[src/rtl/ei_axi4_pkg.sv]
// rtl/ei_axi4_pkg.sv - shared AXI4 burst, response and write-FSM types
package ei_axi4_pkg;

  typedef enum logic [1:0] {
    FIXED = 2'd0,
    INCR  = 2'd1,
    WRAP  = 2'd2,
    RSVD  = 2'd3
  } burst_t;

  typedef logic [1:0] resp_t;
  localparam resp_t OKAY   = 2'b00;
  localparam resp_t SLVERR = 2'b10;

  typedef enum logic [1:0] {
    IDLE = 2'd0,
    DATA = 2'd1,
    RESP = 2'd2
  } wr_state_t;

  // Bursts of type INCR must stay inside one 4KB page
  localparam int BOUNDARY_4K = 4096;

  // WRAP bursts are only legal with 2, 4, 8 or 16 beats
  function automatic logic wrap_len_ok(input logic [7:0] len);
    return (len == 8'd1) || (len == 8'd3) || (len == 8'd7) || (len == 8'd15);
  endfunction

endpackage

[src/rtl/ei_axi4_burst_addr_gen.sv]
// rtl/ei_axi4_burst_addr_gen.sv - combinational next-beat address for AXI4 bursts
module ei_axi4_burst_addr_gen
  import ei_axi4_pkg::*;
#(
  parameter int ADDR_WIDTH = 32
) (
  input  logic [ADDR_WIDTH-1:0] i_addr,
  input  logic [7:0]            i_len,
  input  logic [2:0]            i_size,
  input  burst_t                i_burst,
  output logic [ADDR_WIDTH-1:0] o_next_addr
);

  logic [ADDR_WIDTH-1:0] w_beat_bytes;
  logic [ADDR_WIDTH-1:0] w_aligned;
  logic [ADDR_WIDTH-1:0] w_incr;
  logic [ADDR_WIDTH-1:0] w_wrap_bytes;
  logic [ADDR_WIDTH-1:0] w_wrap_base;

  // Next address: FIXED holds, INCR steps one beat, WRAP steps and folds back to the wrap base
  always_comb begin
    w_beat_bytes = ADDR_WIDTH'(1) << i_size;
    w_aligned    = i_addr & ~(w_beat_bytes - ADDR_WIDTH'(1));
    w_incr       = w_aligned + w_beat_bytes;
    w_wrap_bytes = ADDR_WIDTH'({1'b0, i_len} + 9'd1) << i_size;
    w_wrap_base  = i_addr & ~(w_wrap_bytes - ADDR_WIDTH'(1));
    o_next_addr  = i_addr;
    case (i_burst)
      FIXED:   o_next_addr = i_addr;
      INCR:    o_next_addr = w_incr;
      WRAP:    o_next_addr = (w_incr == (w_wrap_base + w_wrap_bytes)) ? w_wrap_base : w_incr;
      default: o_next_addr = i_addr;
    endcase
  end

endmodule

[src/rtl/ei_axi4_slave_wr_ctrl.sv]
// rtl/ei_axi4_slave_wr_ctrl.sv - AXI4 write-path slave turning bursts into registered memory writes
module ei_axi4_slave_wr_ctrl
  import ei_axi4_pkg::*;
#(
  parameter int ADDR_WIDTH = 32,
  parameter int DATA_WIDTH = 32,
  parameter int MEM_BYTES  = 4096
) (
  input  logic                    i_aclk,
  input  logic                    i_aresetn,
  input  logic [ADDR_WIDTH-1:0]   i_awaddr,
  input  logic [1:0]              i_awburst,
  input  logic [7:0]              i_awlen,
  input  logic [2:0]              i_awsize,
  input  logic                    i_awvalid,
  output logic                    o_awready,
  input  logic [DATA_WIDTH-1:0]   i_wdata,
  input  logic [DATA_WIDTH/8-1:0] i_wstrb,
  input  logic                    i_wlast,
  input  logic                    i_wvalid,
  output logic                    o_wready,
  output logic [1:0]              o_bresp,
  output logic                    o_bvalid,
  input  logic                    i_bready,
  output logic                    o_mem_we,
  output logic [ADDR_WIDTH-1:0]   o_mem_addr,
  output logic [DATA_WIDTH-1:0]   o_mem_wdata,
  output logic [DATA_WIDTH/8-1:0] o_mem_wstrb
);

  localparam int STRB_WIDTH = DATA_WIDTH / 8;
  localparam int MAX_SIZE   = $clog2(STRB_WIDTH);
  // Extra headroom so burst-span arithmetic near the top of the address space cannot overflow
  localparam int EW         = ADDR_WIDTH + 16;

  wr_state_t              r_state;
  wr_state_t              w_next_state;
  logic [ADDR_WIDTH-1:0]  r_addr;
  logic [7:0]             r_len;
  logic [2:0]             r_size;
  burst_t                 r_burst;
  logic [7:0]             r_beat_cnt;
  logic                   r_err;
  logic                   w_err_next;

  logic                   r_awready;
  logic                   r_wready;
  logic                   r_bvalid;
  resp_t                  r_bresp;

  logic                   r_mem_we;
  logic [ADDR_WIDTH-1:0]  r_mem_addr;
  logic [DATA_WIDTH-1:0]  r_mem_wdata;
  logic [STRB_WIDTH-1:0]  r_mem_wstrb;

  logic                   w_aw_hs;
  logic                   w_w_hs;
  logic                   w_b_hs;
  logic                   w_last_beat;
  logic                   w_wlast_bad;
  logic [ADDR_WIDTH-1:0]  w_next_addr;
  logic [ADDR_WIDTH-1:0]  w_aw_aligned;

  logic [EW-1:0]          w_aw_beat_bytes;
  logic [EW-1:0]          w_aw_span;
  logic [EW-1:0]          w_aw_start;
  logic [EW-1:0]          w_aw_wrap_base;
  logic [EW-1:0]          w_aw_max_beat;
  logic                   w_aw_err;

  assign w_aw_hs      = i_awvalid && r_awready;
  assign w_w_hs       = i_wvalid && r_wready;
  assign w_b_hs       = r_bvalid && i_bready;
  assign w_last_beat  = (r_beat_cnt == r_len);
  assign w_wlast_bad  = (i_wlast != w_last_beat);
  assign w_aw_aligned = i_awaddr & ~((ADDR_WIDTH'(1) << i_awsize) - ADDR_WIDTH'(1));

  assign o_awready   = r_awready;
  assign o_wready    = r_wready;
  assign o_bvalid    = r_bvalid;
  assign o_bresp     = r_bresp;
  assign o_mem_we    = r_mem_we;
  assign o_mem_addr  = r_mem_addr;
  assign o_mem_wdata = r_mem_wdata;
  assign o_mem_wstrb = r_mem_wstrb;

  ei_axi4_burst_addr_gen #(
    .ADDR_WIDTH (ADDR_WIDTH)
  ) u_addr_gen (
    .i_addr      (r_addr),
    .i_len       (r_len),
    .i_size      (r_size),
    .i_burst     (r_burst),
    .o_next_addr (w_next_addr)
  );

  // Legality of the offered AW request; the result is latched into r_err on acceptance
  always_comb begin
    w_aw_beat_bytes = EW'(1) << i_awsize;
    w_aw_span       = EW'({1'b0, i_awlen} + 9'd1) << i_awsize;
    w_aw_start      = EW'(w_aw_aligned);
    w_aw_wrap_base  = w_aw_start & ~(w_aw_span - EW'(1));
    w_aw_max_beat   = w_aw_start;
    case (burst_t'(i_awburst))
      INCR:    w_aw_max_beat = w_aw_start + w_aw_span - w_aw_beat_bytes;
      WRAP:    w_aw_max_beat = w_aw_wrap_base + w_aw_span - w_aw_beat_bytes;
      default: w_aw_max_beat = w_aw_start;
    endcase
    w_aw_err = 1'b0;
    if (i_awburst == 2'b11) begin
      w_aw_err = 1'b1;
    end
    if (i_awsize > 3'(MAX_SIZE)) begin
      w_aw_err = 1'b1;
    end
    if ((burst_t'(i_awburst) == WRAP) && !wrap_len_ok(i_awlen)) begin
      w_aw_err = 1'b1;
    end
    if ((burst_t'(i_awburst) == INCR) &&
        ((EW'(w_aw_start[11:0]) + w_aw_span) > EW'(BOUNDARY_4K))) begin
      w_aw_err = 1'b1;
    end
    if (w_aw_max_beat >= EW'(MEM_BYTES)) begin
      w_aw_err = 1'b1;
    end
  end

  // Next-state and next error flag; the burst ends on the beat whose count equals len
  always_comb begin
    w_next_state = r_state;
    w_err_next   = r_err;
    case (r_state)
      IDLE: begin
        if (w_aw_hs) begin
          w_next_state = DATA;
          w_err_next   = w_aw_err;
        end
      end
      DATA: begin
        if (w_w_hs) begin
          if (w_wlast_bad) begin
            w_err_next = 1'b1;
          end
          if (w_last_beat) begin
            w_next_state = RESP;
          end
        end
      end
      RESP: begin
        if (w_b_hs) begin
          w_next_state = IDLE;
        end
      end
      default: w_next_state = IDLE;
    endcase
  end

  // FSM state register
  always_ff @(posedge i_aclk or negedge i_aresetn) begin
    if (!i_aresetn) begin
      r_state <= IDLE;
    end else begin
      r_state <= w_next_state;
    end
  end

  // Handshake outputs follow the next state so they read 0 throughout reset
  always_ff @(posedge i_aclk or negedge i_aresetn) begin
    if (!i_aresetn) begin
      r_awready <= 1'b0;
      r_wready  <= 1'b0;
      r_bvalid  <= 1'b0;
      r_bresp   <= OKAY;
    end else begin
      r_awready <= (w_next_state == IDLE);
      r_wready  <= (w_next_state == DATA);
      r_bvalid  <= (w_next_state == RESP);
      r_bresp   <= ((w_next_state == RESP) && w_err_next) ? SLVERR : OKAY;
    end
  end

  // Burst context captured on AW acceptance, then stepped once per accepted beat
  always_ff @(posedge i_aclk or negedge i_aresetn) begin
    if (!i_aresetn) begin
      r_addr     <= '0;
      r_len      <= '0;
      r_size     <= '0;
      r_burst    <= FIXED;
      r_beat_cnt <= '0;
      r_err      <= 1'b0;
    end else begin
      r_err <= w_err_next;
      if (w_aw_hs) begin
        r_addr     <= w_aw_aligned;
        r_len      <= i_awlen;
        r_size     <= i_awsize;
        r_burst    <= burst_t'(i_awburst);
        r_beat_cnt <= '0;
      end else if (w_w_hs) begin
        r_addr     <= w_next_addr;
        r_beat_cnt <= r_beat_cnt + 8'd1;
      end
    end
  end

  // Memory write port: one registered pulse per accepted beat of an error-free burst
  always_ff @(posedge i_aclk or negedge i_aresetn) begin
    if (!i_aresetn) begin
      r_mem_we    <= 1'b0;
      r_mem_addr  <= '0;
      r_mem_wdata <= '0;
      r_mem_wstrb <= '0;
    end else begin
      r_mem_we <= w_w_hs && !w_err_next;
      if (w_w_hs) begin
        r_mem_addr  <= r_addr;
        r_mem_wdata <= i_wdata;
        r_mem_wstrb <= i_wstrb;
      end
    end
  end

endmodule
[config.mk]
export PLATFORM = sky130hd
export DESIGN_NAME = ei_axi4_slave_wr_ctrl
export DESIGN_NICKNAME = d
export VERILOG_FILES = /design/src/rtl/ei_axi4_pkg.sv /design/src/rtl/ei_axi4_burst_addr_gen.sv /design/src/rtl/ei_axi4_slave_wr_ctrl.sv
export SDC_FILE = /design/constraint.sdc
export NUM_CORES = 1
export LEC_CHECK = 0
export ABC_AREA = 1
export BUFFER_PORTS_ARGS = -buffer_cell sky130_fd_sc_hd__buf_2
export CAP_MARGIN = 0
export CORE_AREA = 8 8 229 231
export CTS_CLUSTER_DIAMETER = 150
export CTS_CLUSTER_SIZE = 24
export DETAILED_ROUTE_END_ITERATION = 7
export DIE_AREA = 0 0 237 239
export GPL_TIMING_DRIVEN = 1
export PLACE_DENSITY = 0.49
export SLEW_MARGIN = 5
export SYNTH_ARGS = -nofsm -noshare
export SYNTH_HDL_FRONTEND = slang
export SYNTH_SLANG_ARGS = --single-unit
[constraint.sdc]
create_clock -name i_aclk -period 7.6 [get_ports i_aclk]
set_input_delay 1.14 -clock i_aclk [delete_from_list [all_inputs] [get_ports i_aclk]]
set_output_delay 1.14 -clock i_aclk [all_outputs]
set_load 0.01 [all_outputs]
==> Yosys cells after proc, flatten, opt, wreduce, memory -nomap -nowiden <==
Cells that the tools add are included.
{ "totals": {"register_bits": 130, "input_bits": 87, "output_inout_bits": 74, "word_cells": 100} }
{ "op_classes": {"addsub": 14, "order_cmp": 3, "eq_ne": 16, "n_shift": 5, "muxes": 22, "n_bitwise": 8, "reduce_logical": 17} }
{ "op_table": {"columns": ["operator", "count"], "rows": [
  ["$and 32x32->32", 3],
  ["$mux 32", 3],
  ["$not 32->32", 3],
  ["$pmux 48 s2", 1],
  ["$sub 32x1->32 const B", 3],
  ["$sub 48x48->48", 2],
  ["$add 32x32->32", 2],
  ["$pmux 32 s2", 1],
  ["$shl 1x3->32 const A", 2],
  ["$add 12x48->48", 1],
  ["$add 32x48->48", 1],
  ["$add 48x48->48", 1],
  ["$and 32x48->48", 1],
  ["$ge 48x13->1 const B", 1],
  ["$gt 48x13->1 const B", 1],
  ["$not 48->48", 1],
  ["$shl 1x3->48 const A", 1],
  ["$shl 9x3->48", 1],
  ["$sub 48x1->48 const B", 1],
  ["$eq 32x32->1", 1],
  ["$shl 32x3->32", 1],
  ["$add 8x1->9 const B", 2],
  ["$mux 8", 2],
  ["$eq 2x2->1 const B", 5],
  ["20 further kinds", 44]
]} }

==> Logic depth before layout (Yosys ltp) <==
{ "depth": {"depth_word": 14, "depth_mapped": 44} }

==> Cells and area by module <==
Synthesis repeated with hierarchy kept, for this count alone.
{ "unflattened": {"hier_cells": 3160, "hier_area_um2": 18288.8} }
{ "by_module_without_submodules": {"columns": ["module", "instances", "cells_per_inst", "area_per_inst_um2"], "rows": [
  ["ei_axi4_slave_wr_ctrl", 1, 1917, 12430.7],
  ["ei_axi4_burst_addr_gen", 1, 1243, 5858.1]
]} }

==> Worst setup path before layout <==
No wires, ideal clock.
{ "synth_timing": {"kind": "input to register", "startpoint": "input i_awlen[0]", "endpoint": "register r_mem_we (netlist: o_mem_we)", "setup_time_ps": 131, "t_arrival_ps": 5741, "required_time_ps": 7469, "slack_ps": 1727, "cell_stages": 40, "path_cell_list": "ha_1 > nand2_1 > inv_1 > nand4_1 > or2_2 > nor2_1 > inv_1 > o21ai_0 > o21ai_0 > or2_2 > o21ai_0 > inv_1 > nand3_1 > nor2_1 > a21oi_1 > o21ai_0 > ha_1 > inv_1 > [... 4 more ...] > a21oi_1 > nand2_1 > a21o_1 > nand2_1 > nand2_1 > a21oi_1 > nand2_1 > and2_1 > nand2_1 > nor3_1 > nand4_1 > nand2_1 > nand2_1 > a21oi_1 > nand3_1 > nand2_1 > nand2_1 > nor2_1"} }
{ "synth_between": {"elab_chain_cells": 14, "word_cells_on_any_way": 30, "cone_classes": "7 x add/sub; 2 x order compare; 4 x eq/ne; 1 x shift; 6 x mux; 2 x bitwise; 8 x reduce/logical"} }
{ "synth_rtl": {"columns": ["element", "line", "text"], "rows": [
  ["start: declaration", "ei_axi4_slave_wr_ctrl.sv:13", "input logic [7:0] i_awlen,"],
  ["$add 8x1->9", "ei_axi4_slave_wr_ctrl.sv:100", "w_aw_span = EW'({1'b0, i_awlen} + 9'd1) << i_awsize;"],
  ["$shl 9x3->48", "ei_axi4_slave_wr_ctrl.sv:100", null],
  ["$sub 48x1->48", "ei_axi4_slave_wr_ctrl.sv:102", "w_aw_wrap_base = w_aw_start & ~(w_aw_span - EW'(1));"],
  ["$not 48->48", "ei_axi4_slave_wr_ctrl.sv:102", null],
  ["$and 32x48->48", "ei_axi4_slave_wr_ctrl.sv:102", null],
  ["$add 48x48->48", "ei_axi4_slave_wr_ctrl.sv:106", "WRAP: w_aw_max_beat = w_aw_wrap_base + w_aw_span - w_aw_beat_bytes;"],
  ["$sub 48x48->48", "ei_axi4_slave_wr_ctrl.sv:106", null],
  ["$pmux 48 s2", "ei_axi4_slave_wr_ctrl.sv:104", "case (burst_t'(i_awburst))"],
  ["$ge 48x13->1", "ei_axi4_slave_wr_ctrl.sv:123", "if (w_aw_max_beat >= EW'(MEM_BYTES)) begin"],
  ["$mux 1 *", "ei_axi4_slave_wr_ctrl.sv:123", null],
  ["$mux 1 *", "ei_axi4_slave_wr_ctrl.sv:134", "if (w_aw_hs) begin"],
  ["$pmux 1 s2 *", "ei_axi4_slave_wr_ctrl.sv:132", "case (r_state)"],
  ["named net w_err_next", "ei_axi4_slave_wr_ctrl.sv:44", "logic w_err_next;"],
  ["$logic_not 1->1 *", "ei_axi4_slave_wr_ctrl.sv:214", "r_mem_we <= w_w_hs && !w_err_next;"],
  ["$logic_and 1x1->1 *", "ei_axi4_slave_wr_ctrl.sv:214", null],
  ["end signal: assignment", "ei_axi4_slave_wr_ctrl.sv:214", null],
  ["end: declaration", "ei_axi4_slave_wr_ctrl.sv:51", "logic r_mem_we;"]
]} }
Mark *: on every way through the listed nets, which the timed path passes. The rest lies on a longest branch.
A chain may end at the register's enable or synchronous reset.

==> Final worst setup path <==
Same ends and word-level chain as after synthesis.

==> summary.md <==
| Metric | Value |
|---|---|
| Outcome | `finished, final reports clean` |
| Compound-Gate Fraction of Synth Area | `12.3%` |
| Initial Utilization | `34.6%` |
| R2R cell count | `33` |
| Reg-to-Reg End | `r_addr[24]` |
| Final period utilization | `89.1%` |
| RSZ-0062 raised after global routing | `false` |
| Crit Path Class | `in2reg` |
| Cts repair resizes | `0` |
| RD Place Congestion | `0.945` |
| Final HPWL DP | `53.2 mm` |
| CP top delay family | `simple AND/OR/NAND/NOR gates` |
| Root buf cell | `clkbuf_16` |
| Leak | `10.2 nW` |
| Initial antenna violation count | `0` |
| Total CTS buffers | `17` |
| Layout cells sized above 1 | `9.65%` |
| Critical path endpoint category | `register` |
| Detailed Routing Iterations Pass 1 | `5` |
| Row cnt | `81` |
| Max_cap viols | `0` |
| Post-synth top area share | `20.1%` |
| Max-slew violation count | `0` |
| XOR/XNOR Fraction of Synth Area | `5.04%` |
| Most used cell, CP | `nand2_1` |
| Fmax | `148 MHz` |
| Routed wire length | `64.4 mm` |
| Setup TNS | `0 ns` |
| Clk buf depth | `2` |
| Final setup violation count | `0` |
| WHS Endpoint | `o_mem_wdata[28]` |
| Yosys reg bits | `129` |
| Total Nets Final | `3187` |
| Worst hold start | `o_mem_wdata[28]` |
| CTS Hold Bufs | `0` |
| Diodes inserted | `0` |
| WP buf/inv | `5` |
| Core box area | `48500 µm²` |
| Synth warnings | `0` |
| Relative slew slack | `21.6%` |
| Hold slack | `0.472 ns` |
| Peak supply drop | `0.192 mV` |
| CP arrival | `7.17 ns` |
| # fillers | `5450` |
| Critical R2R Launch | `r_size[0]` |
| Synthesized net count | `3060` |
| CTS tree | `yes` |
| H-tree depth | `4` |
| Clock skew | `0.0184 ns` |
| Post-Synth Simple-Gate Area | `42.0%` |
| Worst skew pair latency | `0.46 ns` |
| R2R setup slack | `1.49 ns` |
| Final Hold Fails | `0` |
| Avg WL per Cell | `17.9 µm` |
| Ys async rst share | `100%` |
| CP Data Required Time | `8.00 ns` |
| Die H | `239 µm` |
| DP Worst Slack | `0.338 ns` |
| Via count | `18700` |
| Critical path launch point type | `input pin` |
| Antenna-violating nets left | `0` |
| CP Max Fanout | `9` |
| Hold crit path type | `reg2reg` |
| Vias/cell | `5.19` |
| Largest net degree at the start of global routing | `93` |
| Hold depth | `2` |
| Most frequent cells in the layout | `897 x nand2_1, 390 x inv_1, 300 x nor2_1` |
| Post-synthesis cell area | `16800 µm²` |
| Area added between synthesis and finish | `12.1%` |
| Commonest non-fill, non-tap cell in the layout | `nand2_1` |
| Total grt overflow | `0` |
| Port buffer count | `159` |
| Largest family of logic cells by synthesized area | `simple AND/OR/NAND/NOR gates` |
| Critical path's slowest cell | `ha_1` |
| Ys flop type | `dfrtp_1` |
| First-pass GRT wire length | `102 mm` |
| Die area | `56600 µm²` |
| Worst slew pin tran | `1.17 ns` |
| Drc violations | `0` |
| Vias in the first global route | `18500` |
| Post-synthesis instance total | `2844` |
| Placement Cell Area | `18200 µm²` |
| Setup Fix Bufs, Post-CTS | `0` |
| Number of top-level pins | `161` |
| Total GRT Usage | `22.6%` |
| Post-route minimum period | `6.77 ns` |
| Die W | `237 µm` |
| Area contributors post-synth | `nand2_1 20%, dfrtp_1 19%, ha_1 8.7%` |
| Num Clock Sinks | `129` |
| Post-Synth Adder-Cell Area | `10.2%` |
| Area leader, netlist | `nand2_1` |
| Starting DRT DRC Count | `1454` |
| Power Dens Cells | `308 nW/µm²` |
| Post-synthesis sequential area ratio | `19.2%` |
| Cell variety after synth | `54` |
| Mux share of post-synthesis cell area | `0.0596%` |
| Syn avg cell area | `5.90 µm²` |
| EDFF count, synth | `0` |
| Final Cell Area | `18800 µm²` |
| Setup ws final | `0.826 ns` |
| Clock slew at reported path FFs | `0.07 ns` |
| Crit path largest cell delay | `0.33 ns` |
==> state kept, by name, summed over array words and instances, names as in the netlist, 3 cells and up <==
register     count
o_mem_addr      32
r_addr          32
o_mem_wstrb      4
o_mem_wdata     32
r_size           3
r_len            8
r_beat_cnt       8
==> worst max-delay path by stage <==
stage | start | endpoint | cells after the start
2_1_floorplan | i_awlen[0] | o_mem_we | 40
3_3_place_gp | i_awlen[0] | o_mem_we | 39
3_5_place_dp | i_awlen[0] | o_mem_we | 39
4_1_cts | i_awlen[0] | o_mem_we | 39
5_1_grt | i_awlen[0] | o_mem_we | 39
6_report | i_awlen[0] | o_mem_we | 39
==> worst reg2reg max path, delay by kind of cell, from the launching register on <==
kind                     cells  cell delay [ns]
adder cells (fa/ha/maj)      2             0.71
AND/OR/NAND/NOR             25             3.91
buffers and inverters        6             0.71
flip-flops                   1             0.64
==> where the power goes <==
part | total, mW | switching [mW] | leakage [nW] | internal (mW)
Sequential | 1.07 | 0.206 | 1.68 | 0.861
Clock | 0.871 | 0.377 | 0.284 | 0.494
Combinational | 3.86 | 2.72 | 8.26 | 1.14
==> cells in the mapped netlist, types with 13 or more instances <==
| cell | number |
|---|---|
| a21o_1 | 18 |
| a21oi_1 | 102 |
| a22oi_1 | 28 |
| a31oi_1 | 15 |
| clkbuf_1 | 47 |
| dfrtp_1 | 129 |
| ha_1 | 117 |
| inv_1 | 390 |
| inv_2 | 14 |
| nand2_1 | 898 |
| nand2_2 | 13 |
| nand3_1 | 232 |
| nand4_1 | 95 |
| nor2_1 | 304 |
| nor2_2 | 15 |
| nor3_1 | 38 |
| o21ai_0 | 138 |
| xnor2_1 | 30 |
| xor2_1 | 61 |
==> metrics by stage <==
step           utilization [%]  power, mW  cells
2_1_floorplan                -       3.76   2844
3_3_place_gp              37.5       4.90   3574
3_5_place_dp              37.5       4.90   3574
4_1_cts                   38.8       5.81   3606
5_1_grt                   38.8       6.35   3606
6_report                  38.8       5.80   3606
==> metal layers <==
layer / GRT usage, % / vias up / share of wire [%]
met4: 5.60 / 0 / 1.8
met5: 0 / - / 0
met3: 2.37 / 57 / 4.3
met1: 30.2 / 8742 / 47
met2: 38.5 / 470 / 47
li1: - / 9451 / -
==> cells by family after synthesis <==
| kind of cell | Yosys count |
|---|---|
| other | 1 |
| DFF | 129 |
| xor gates and xnor gates | 94 |
| and+or+nand+nor | 1651 |
| buffers and inverters | 480 |
| AOI/OAI and AO/OA | 359 |
| muxes | 1 |
| adders and majority gates | 129 |
==> final cells by class <==
| class | instances | area (µm²) | share of cell area [%] |
|---|---|---|---|
| clock inverter | 14 | 169 | 0.898 |
| timing repair buffer | 183 | 982 | 5.22 |
| tap | 622 | 778 | 4.14 |
| multi-input combinational | 2235 | 11700 | 62.2 |
| inverter | 405 | 1520 | 8.08 |
| sequential | 129 | 3230 | 17.2 |
| clock buffer | 18 | 429 | 2.28 |
(Power assumes the default switching activity.)
